**src/rtl/hazard_ctrl_pkg.sv**
```systemverilog
// Shared types and helpers for the decode/execute hazard controller.
package hazard_ctrl_pkg;

  localparam int unsigned REG_ADD_W = 5;

  typedef enum logic [1:0] {
    ST_RUN = 2'd0,
    ST_RAW = 2'd1,
    ST_MUL = 2'd2
  } hctrl_state_e;

  typedef enum logic [1:0] {
    ALU_ADD = 2'd0,
    ALU_OR  = 2'd1,
    ALU_MUL = 2'd2,
    ALU_ST  = 2'd3
  } alu_op_e;

  // A writer hits when it writes a register that a used source reads; r0 is not special.
  function automatic logic src_hit(
    input logic [REG_ADD_W-1:0] rs1_add,
    input logic                 rs1_use,
    input logic [REG_ADD_W-1:0] rs2_add,
    input logic                 rs2_use,
    input logic [REG_ADD_W-1:0] dest,
    input logic                 wr_en
  );
    return wr_en & ((rs1_use & (rs1_add == dest)) | (rs2_use & (rs2_add == dest)));
  endfunction

endpackage

```
**src/rtl/hazard_ctrl_if.sv**
```systemverilog
// Pipeline-side view of the hazard controller: stage destinations in, stall controls out.
interface hazard_ctrl_if;
  import hazard_ctrl_pkg::*;

  logic                 dec_hctrl_vld;
  logic [REG_ADD_W-1:0] dec_hctrl_rs1_add;
  logic                 dec_hctrl_rs1_use;
  logic [REG_ADD_W-1:0] dec_hctrl_rs2_add;
  logic                 dec_hctrl_rs2_use;
  logic                 exe_hctrl_vld;
  logic [1:0]           exe_hctrl_alu_ctrl;
  logic [REG_ADD_W-1:0] exe_hctrl_reg_wr_add_st;
  logic                 exe_hctrl_reg_wr_en;
  logic [REG_ADD_W-1:0] mem_hctrl_reg_wr_add;
  logic                 mem_hctrl_reg_wr_en;
  logic [REG_ADD_W-1:0] wb_hctrl_reg_wr_add;
  logic                 wb_hctrl_reg_wr_en;
  logic                 hctrl_pc_stall;
  logic                 hctrl_dec_stall;
  logic                 hctrl_exe_bubble;
  logic                 hctrl_exe_hold;

  modport master (
    output dec_hctrl_vld, dec_hctrl_rs1_add, dec_hctrl_rs1_use,
           dec_hctrl_rs2_add, dec_hctrl_rs2_use,
           exe_hctrl_vld, exe_hctrl_alu_ctrl, exe_hctrl_reg_wr_add_st, exe_hctrl_reg_wr_en,
           mem_hctrl_reg_wr_add, mem_hctrl_reg_wr_en,
           wb_hctrl_reg_wr_add, wb_hctrl_reg_wr_en,
    input  hctrl_pc_stall, hctrl_dec_stall, hctrl_exe_bubble, hctrl_exe_hold
  );

  modport slave (
    input  dec_hctrl_vld, dec_hctrl_rs1_add, dec_hctrl_rs1_use,
           dec_hctrl_rs2_add, dec_hctrl_rs2_use,
           exe_hctrl_vld, exe_hctrl_alu_ctrl, exe_hctrl_reg_wr_add_st, exe_hctrl_reg_wr_en,
           mem_hctrl_reg_wr_add, mem_hctrl_reg_wr_en,
           wb_hctrl_reg_wr_add, wb_hctrl_reg_wr_en,
    output hctrl_pc_stall, hctrl_dec_stall, hctrl_exe_bubble, hctrl_exe_hold
  );

endinterface

```
**src/rtl/hazard_ctrl_sat_cnt.sv**
```systemverilog
// Saturating up-counter with increment enable, used for stall statistics.
module hctrl_sat_cnt #(
  parameter int unsigned W = 16
) (
  input  logic         clk,
  input  logic         rst,
  input  logic         inc,
  output logic [W-1:0] cnt
);

  always_ff @(posedge clk or negedge rst) begin
    if (!rst) begin
      cnt <= '0;
    end else if (inc && (cnt != '1)) begin
      cnt <= cnt + 1'b1;
    end
  end

endmodule

```
**src/rtl/hazard_ctrl.sv**
```systemverilog
// Hazard/stall controller for the decode/execute boundary: RAW bubbles and mul hold.
module hazard_ctrl
  import hazard_ctrl_pkg::*;
#(
  parameter int unsigned MUL_CYC  = 3,
  parameter int unsigned EXE_DIST = 3,
  parameter int unsigned MEM_DIST = 2,
  parameter int unsigned WB_DIST  = 1,
  parameter int unsigned CNT_W    = 16
) (
  input  logic             clk,
  input  logic             rst,
  hazard_ctrl_if.slave     hif,
  output logic [1:0]       hctrl_state,
  output logic [CNT_W-1:0] hctrl_raw_cnt,
  output logic [CNT_W-1:0] hctrl_mul_cnt
);

  localparam logic [3:0] EXE_D = 4'(EXE_DIST);
  localparam logic [3:0] MEM_D = 4'(MEM_DIST);
  localparam logic [3:0] WB_D  = 4'(WB_DIST);
  localparam logic [3:0] MUL_M = 4'(MUL_CYC - 1);

  hctrl_state_e state_q, state_d;
  logic [3:0]   cnt_q, cnt_d;
  logic         exe_hit, mem_hit, wb_hit;
  logic [3:0]   d_len, m_len;
  logic         bubble, hold;

  assign exe_hit = hif.dec_hctrl_vld &
                   src_hit(hif.dec_hctrl_rs1_add, hif.dec_hctrl_rs1_use,
                           hif.dec_hctrl_rs2_add, hif.dec_hctrl_rs2_use,
                           hif.exe_hctrl_reg_wr_add_st, hif.exe_hctrl_reg_wr_en);
  assign mem_hit = hif.dec_hctrl_vld &
                   src_hit(hif.dec_hctrl_rs1_add, hif.dec_hctrl_rs1_use,
                           hif.dec_hctrl_rs2_add, hif.dec_hctrl_rs2_use,
                           hif.mem_hctrl_reg_wr_add, hif.mem_hctrl_reg_wr_en);
  assign wb_hit  = hif.dec_hctrl_vld &
                   src_hit(hif.dec_hctrl_rs1_add, hif.dec_hctrl_rs1_use,
                           hif.dec_hctrl_rs2_add, hif.dec_hctrl_rs2_use,
                           hif.wb_hctrl_reg_wr_add, hif.wb_hctrl_reg_wr_en);

  // Stages with a zero distance are skipped so an older writer can still set the length.
  always_comb begin
    d_len = '0;
    if (exe_hit && (EXE_D != 4'd0)) begin
      d_len = EXE_D;
    end else if (mem_hit && (MEM_D != 4'd0)) begin
      d_len = MEM_D;
    end else if (wb_hit && (WB_D != 4'd0)) begin
      d_len = WB_D;
    end
  end

  always_comb begin
    m_len = '0;
    if (hif.exe_hctrl_vld && (hif.exe_hctrl_alu_ctrl == ALU_MUL)) begin
      m_len = MUL_M;
    end
  end

  always_ff @(posedge clk or negedge rst) begin
    if (!rst) begin
      state_q <= ST_RUN;
      cnt_q   <= '0;
    end else begin
      state_q <= state_d;
      cnt_q   <= cnt_d;
    end
  end

  // The RUN cycle is the first stall cycle, so the countdown loads length-2.
  always_comb begin
    state_d = state_q;
    cnt_d   = cnt_q;
    bubble  = 1'b0;
    hold    = 1'b0;
    case (state_q)
      ST_RUN: begin
        if (m_len != 4'd0) begin
          hold = 1'b1;
          if (m_len > 4'd1) begin
            state_d = ST_MUL;
            cnt_d   = m_len - 4'd2;
          end
        end else if (d_len != 4'd0) begin
          bubble = 1'b1;
          if (d_len > 4'd1) begin
            state_d = ST_RAW;
            cnt_d   = d_len - 4'd2;
          end
        end
      end
      ST_MUL: begin
        hold = 1'b1;
        if (cnt_q == 4'd0) state_d = ST_RUN;
        else               cnt_d   = cnt_q - 4'd1;
      end
      ST_RAW: begin
        bubble = 1'b1;
        if (cnt_q == 4'd0) state_d = ST_RUN;
        else               cnt_d   = cnt_q - 4'd1;
      end
      default: begin
        state_d = ST_RUN;
        cnt_d   = '0;
      end
    endcase
  end

  // Reset masks the Mealy RUN outputs as well as the registered state.
  assign hif.hctrl_exe_bubble = bubble & rst;
  assign hif.hctrl_exe_hold   = hold & rst;
  assign hif.hctrl_dec_stall  = (bubble | hold) & rst;
  assign hif.hctrl_pc_stall   = (bubble | hold) & rst;
  assign hctrl_state          = state_q;

  hctrl_sat_cnt #(.W(CNT_W)) u_raw_cnt (
    .clk (clk),
    .rst (rst),
    .inc (hif.hctrl_exe_bubble),
    .cnt (hctrl_raw_cnt)
  );

  hctrl_sat_cnt #(.W(CNT_W)) u_mul_cnt (
    .clk (clk),
    .rst (rst),
    .inc (hif.hctrl_exe_hold),
    .cnt (hctrl_mul_cnt)
  );

endmodule

```
**src/flat_wrapper.sv**
```systemverilog
// flat-port wrapper written by rule: the top's interface ports become plain ports
module hazard_ctrl_flat import hazard_ctrl_pkg::*;
#(
  parameter int unsigned MUL_CYC  = 3,
  parameter int unsigned EXE_DIST = 3,
  parameter int unsigned MEM_DIST = 2,
  parameter int unsigned WB_DIST  = 1,
  parameter int unsigned CNT_W    = 16
)
  (clk, rst, hctrl_state, hctrl_raw_cnt, hctrl_mul_cnt, hif_dec_hctrl_vld, hif_dec_hctrl_rs1_add, hif_dec_hctrl_rs1_use, hif_dec_hctrl_rs2_add, hif_dec_hctrl_rs2_use, hif_exe_hctrl_vld, hif_exe_hctrl_alu_ctrl, hif_exe_hctrl_reg_wr_add_st, hif_exe_hctrl_reg_wr_en, hif_mem_hctrl_reg_wr_add, hif_mem_hctrl_reg_wr_en, hif_wb_hctrl_reg_wr_add, hif_wb_hctrl_reg_wr_en, hif_hctrl_pc_stall, hif_hctrl_dec_stall, hif_hctrl_exe_bubble, hif_hctrl_exe_hold);
  hazard_ctrl_if hif_i ();
  input  logic clk;
  input  logic rst;
  output logic [1:0] hctrl_state;
  output logic [CNT_W-1:0] hctrl_raw_cnt;
  output logic [CNT_W-1:0] hctrl_mul_cnt;
  input wire logic [$bits(hif_i.dec_hctrl_vld)-1:0] hif_dec_hctrl_vld;
  input wire logic [$bits(hif_i.dec_hctrl_rs1_add)-1:0] hif_dec_hctrl_rs1_add;
  input wire logic [$bits(hif_i.dec_hctrl_rs1_use)-1:0] hif_dec_hctrl_rs1_use;
  input wire logic [$bits(hif_i.dec_hctrl_rs2_add)-1:0] hif_dec_hctrl_rs2_add;
  input wire logic [$bits(hif_i.dec_hctrl_rs2_use)-1:0] hif_dec_hctrl_rs2_use;
  input wire logic [$bits(hif_i.exe_hctrl_vld)-1:0] hif_exe_hctrl_vld;
  input wire logic [$bits(hif_i.exe_hctrl_alu_ctrl)-1:0] hif_exe_hctrl_alu_ctrl;
  input wire logic [$bits(hif_i.exe_hctrl_reg_wr_add_st)-1:0] hif_exe_hctrl_reg_wr_add_st;
  input wire logic [$bits(hif_i.exe_hctrl_reg_wr_en)-1:0] hif_exe_hctrl_reg_wr_en;
  input wire logic [$bits(hif_i.mem_hctrl_reg_wr_add)-1:0] hif_mem_hctrl_reg_wr_add;
  input wire logic [$bits(hif_i.mem_hctrl_reg_wr_en)-1:0] hif_mem_hctrl_reg_wr_en;
  input wire logic [$bits(hif_i.wb_hctrl_reg_wr_add)-1:0] hif_wb_hctrl_reg_wr_add;
  input wire logic [$bits(hif_i.wb_hctrl_reg_wr_en)-1:0] hif_wb_hctrl_reg_wr_en;
  output wire logic [$bits(hif_i.hctrl_pc_stall)-1:0] hif_hctrl_pc_stall;
  output wire logic [$bits(hif_i.hctrl_dec_stall)-1:0] hif_hctrl_dec_stall;
  output wire logic [$bits(hif_i.hctrl_exe_bubble)-1:0] hif_hctrl_exe_bubble;
  output wire logic [$bits(hif_i.hctrl_exe_hold)-1:0] hif_hctrl_exe_hold;
  assign hif_i.dec_hctrl_vld = hif_dec_hctrl_vld;
  assign hif_i.dec_hctrl_rs1_add = hif_dec_hctrl_rs1_add;
  assign hif_i.dec_hctrl_rs1_use = hif_dec_hctrl_rs1_use;
  assign hif_i.dec_hctrl_rs2_add = hif_dec_hctrl_rs2_add;
  assign hif_i.dec_hctrl_rs2_use = hif_dec_hctrl_rs2_use;
  assign hif_i.exe_hctrl_vld = hif_exe_hctrl_vld;
  assign hif_i.exe_hctrl_alu_ctrl = hif_exe_hctrl_alu_ctrl;
  assign hif_i.exe_hctrl_reg_wr_add_st = hif_exe_hctrl_reg_wr_add_st;
  assign hif_i.exe_hctrl_reg_wr_en = hif_exe_hctrl_reg_wr_en;
  assign hif_i.mem_hctrl_reg_wr_add = hif_mem_hctrl_reg_wr_add;
  assign hif_i.mem_hctrl_reg_wr_en = hif_mem_hctrl_reg_wr_en;
  assign hif_i.wb_hctrl_reg_wr_add = hif_wb_hctrl_reg_wr_add;
  assign hif_i.wb_hctrl_reg_wr_en = hif_wb_hctrl_reg_wr_en;
  assign hif_hctrl_pc_stall = hif_i.hctrl_pc_stall;
  assign hif_hctrl_dec_stall = hif_i.hctrl_dec_stall;
  assign hif_hctrl_exe_bubble = hif_i.hctrl_exe_bubble;
  assign hif_hctrl_exe_hold = hif_i.hctrl_exe_hold;
  hazard_ctrl #(.MUL_CYC(MUL_CYC), .EXE_DIST(EXE_DIST), .MEM_DIST(MEM_DIST), .WB_DIST(WB_DIST), .CNT_W(CNT_W)) u_core (.clk(clk), .rst(rst), .hif(hif_i), .hctrl_state(hctrl_state), .hctrl_raw_cnt(hctrl_raw_cnt), .hctrl_mul_cnt(hctrl_mul_cnt));
endmodule
```
**config.mk**
```make
export PLATFORM = sky130hd
export DESIGN_NAME = hazard_ctrl_flat
export DESIGN_NICKNAME = d
export VERILOG_FILES = /design/src/rtl/hazard_ctrl_pkg.sv /design/src/rtl/hazard_ctrl_if.sv /design/src/rtl/hazard_ctrl_sat_cnt.sv /design/src/rtl/hazard_ctrl.sv /design/src/flat_wrapper.sv
export SDC_FILE = /design/constraint.sdc
export NUM_CORES = 1
export LEC_CHECK = 0
export ABC_AREA = 1
export BUFFER_PORTS_ARGS = -buffer_cell sky130_fd_sc_hd__buf_2
export CORE_ASPECT_RATIO = 0.9
export CORE_UTILIZATION = 49
export DETAILED_ROUTE_END_ITERATION = 7
export PLACE_DENSITY = 0.87
export SYNTH_ARGS = -nofsm -noshare
export SYNTH_HDL_FRONTEND = slang
export SYNTH_HIERARCHICAL = 1
export SYNTH_SLANG_ARGS = --single-unit
```
**constraint.sdc**
```tcl
create_clock -name clk -period 1.5 [get_ports clk]
set_input_delay 0.3 -clock clk [delete_from_list [all_inputs] [get_ports clk]]
set_output_delay 0.3 -clock clk [all_outputs]
set_load 0.005 [all_outputs]
```
==> run metrics <==
flop and latch count out of synthesis 38; FFs w/ async S/R, synth 100%; antenna violations before repair 0; syn_nets 551; pre-CTS WS -0.406 ns; sequential element share of the synthesized area between 30% and 40%; Slew @ Worst Pin 0.392 ns; # DRC 0; crit share post-route 124%; Die Wd 86.5 µm; PwrDens 1270 nW/µm²; setup violators final 36; Core Region 6150 µm²; Slew Limit Fails 0; CTS tree built; # diodes 0; Max Cap Violations 0; Final TNS setup -6.09 ns; number of buffers inserted during clock tree synthesis 5; Max Used Layer met4; crit-path max FO 4; IO Pins 74; Root Buffer clkbuf_8; Post-synth top flop dfrtp_1; met2 WL 4.87 mm; M1 wire length 3.95 mm; mean post-synth cell area around 6.2 µm²; die height 78.1 µm; share of cells above drive strength 1 33.3%; Mapped Area between 3000 and 4000 µm²; dpl hpwl about 6.4 mm; pin count of the biggest net entering global routing 28; Yosys Warn Count 6; Post-synth EDFFs 0; CTS Buffer Depth 2; first-pass GRT wire length 15.2 mm; Sink Count 38; Clock Latency Late Sink 0.29 ns; post-layout min period 1.87 ns; Syn Inst Count ~510; slew margin rel. 73.8%; DP Cell Count 690; HP Class input pin to asynchronous set/reset pin; RSZ-0062 raised after global routing yes; hold-fix buffers at CTS 0; DR iter-0 viols 285; Setup WS post-layout -0.366 ns; Post-Route Skew about 0.0067 ns; Total Routing Usage GR 28.0%; fin cells 708; row cnt 27; peak supply drop 0.000754 V; port bufs 73; nets 664; grt ovf 0; full die area 6760 µm²; Vias between 3000 and 4000; Final Hold Viols 0; post-DR vias/cell 5.23; antenna viol nets, final 0; Worst Setup Start Kind input pin; Yosys cell types 24; DR WL/cell 13.7 µm; required time of the critical path 1.20 ns; Area Overhead vs Synth 36.5%; Leakage 2.31 nW; clock-pin slew on the worst setup and hold paths 0.07 ns; vias in the first global route 3472; design area 4300 µm²; Starting Density 51.3%; met3 wire length approximately 640 µm; Max Fclk 0.536 GHz; number of H-tree levels 2; placed cell area approximately 3800 µm²; GP Congestion 1.00; DRT Wirelength 9.69 mm; status complete, but fails checks; failing checks negative setup slack; 1st-pass router iterations 5; data arrival time of the critical path 1.57 ns; WS Path Type input pin to output port; Crit. End Element output port
critical path, cell delays in order:
cell	delay, ns
buf_2	0.12
inv_2	0.08
nand2_1	0.06
nand2_1	0.11
nor2_1	0.06
nand3_1	0.09
nand2_2	0.07
nand2_2	0.08
nand3_2	0.08
nand2_1	0.07
nand2_1	0.07
nand2_2	0.10
inv_2	0.06
buf_6	0.12
buf_6	0.10
final cells by class:
class | instances | area (µm²)
flip-flops and latches | 38 | 951
inverters | 68 | 255
well taps | 87 | 109
clock buffers | 7 | 76.3
repair buffers | 110 | 761
multi-input cells | 398 | 2150
fillers | 504 | 1850
cell families after synthesis:
family	synth area share (%)
AOI/OAI and AO/OA	6.07
DFF	30.2
adders and majority gates	2.78
buffers and inverters	9.77
and+or+nand+nor	47.3
xor gates and xnor gates	3.89
sequential cells by signal, indices dropped and copies added (netlist names):
| signal | count |
|---|---|
| u_core/u_raw_cnt/cnt | 16 |
| u_core/hctrl_state | 2 |
| u_core/cnt_q | 4 |
| u_core/u_mul_cnt/cnt | 16 |
cells in the final DEF, fill, tap and decap left out, types with 10 or more instances in the layout:
cell type  netlist  layout
nand4_1         11      11
xnor2_1         10      10
o21ai_1          7      12
nor2_1          55      47
buf_2            0      66
buf_4            1      27
nand2_1        222     198
nand3_1         22      20
buf_6            4      12
nand2_2         10      25
nor2_2           7      15
o21ai_0         20      10
inv_1           65      54
inv_2            3      14
dfrtp_1         38      38
cells in the mapped netlist, types with 7 or more instances:
cell type | count | share of area, %
nand4_1 | 11 | 2.2
ha_1 | 7 | 2.8
o21ai_1 | 7 | 1.1
nand2_2 | 10 | 2.0
inv_1 | 65 | 7.7
nand3_1 | 22 | 3.5
nand2_1 | 222 | 26
o21ai_0 | 20 | 3.2
nor2_2 | 7 | 1.4
xnor2_1 | 10 | 2.8
nor2_1 | 55 | 6.6
dfrtp_1 | 38 | 30
nor2_4 | 8 | 2.9
report_power, final:
group / internal [W] / leakage [nW] / switching (W)
Combinational: 0.00147 / 1.78 / 0.00172
Sequential: 0.00130 / 0.487 / 0.000306
Clock: 0.000320 / 0.0383 / 0.000346
Total: 0.00309 / 2.31 / 0.00237
path summary, 6_finish.rpt:
| check | cells past startpoint | start | endpoint | slack (ns) |
|---|---|---|---|---|
| setup / recovery | 15 | hif_dec_hctrl_rs1_add[2] | hif_hctrl_exe_bubble | -0.37 |
| hold / removal | 2 | rst | u_core/hctrl_state[1]$_DFFE_PN0P_ | 0.02 |
| setup reg to reg | 15 | u_core/hctrl_state[0]$_DFFE_PN0P_ | u_core/u_raw_cnt/cnt[15]$_DFFE_PN0P_ | -0.29 |
| hold reg to reg | 2 | u_core/cnt_q[0]$_DFFE_PN0P_ | u_core/cnt_q[0]$_DFFE_PN0P_ | 0.52 |
| max in group asynchronous | 2 | rst | u_core/u_mul_cnt/cnt[5]$_DFFE_PN0P_ | 1.15 |
| min in group clk | 4 | hif_exe_hctrl_alu_ctrl[0] | u_core/hctrl_state[1]$_DFFE_PN0P_ | 0.44 |
timing repair:
item	in CTS	in global routing
endpoints found under the setup margin	29	42
cloned	1	1
gates resized for setup	35	57
pin swaps	16	22
buffers inserted	10	2
metrics by stage:
stage               hold slack [ns]  utilization [%]  power, W
CTS                         0.00183             66.7   0.00509
detailed placement            0.298             62.1   0.00398
floorplan                   0.00441                -   0.00303
global placement              0.290             62.1   0.00388
global route                 0.0188             70.0   0.00587
finish                       0.0177             70.0   0.00546
routing by layer:
layer	vias up	GRT usage, %
li1	1794	-
met1	1706	34.9
met2	171	50.1
met3	34	4.21
met4	0	8.00
met5	-	0
Power figures use the tool's default switching activity.
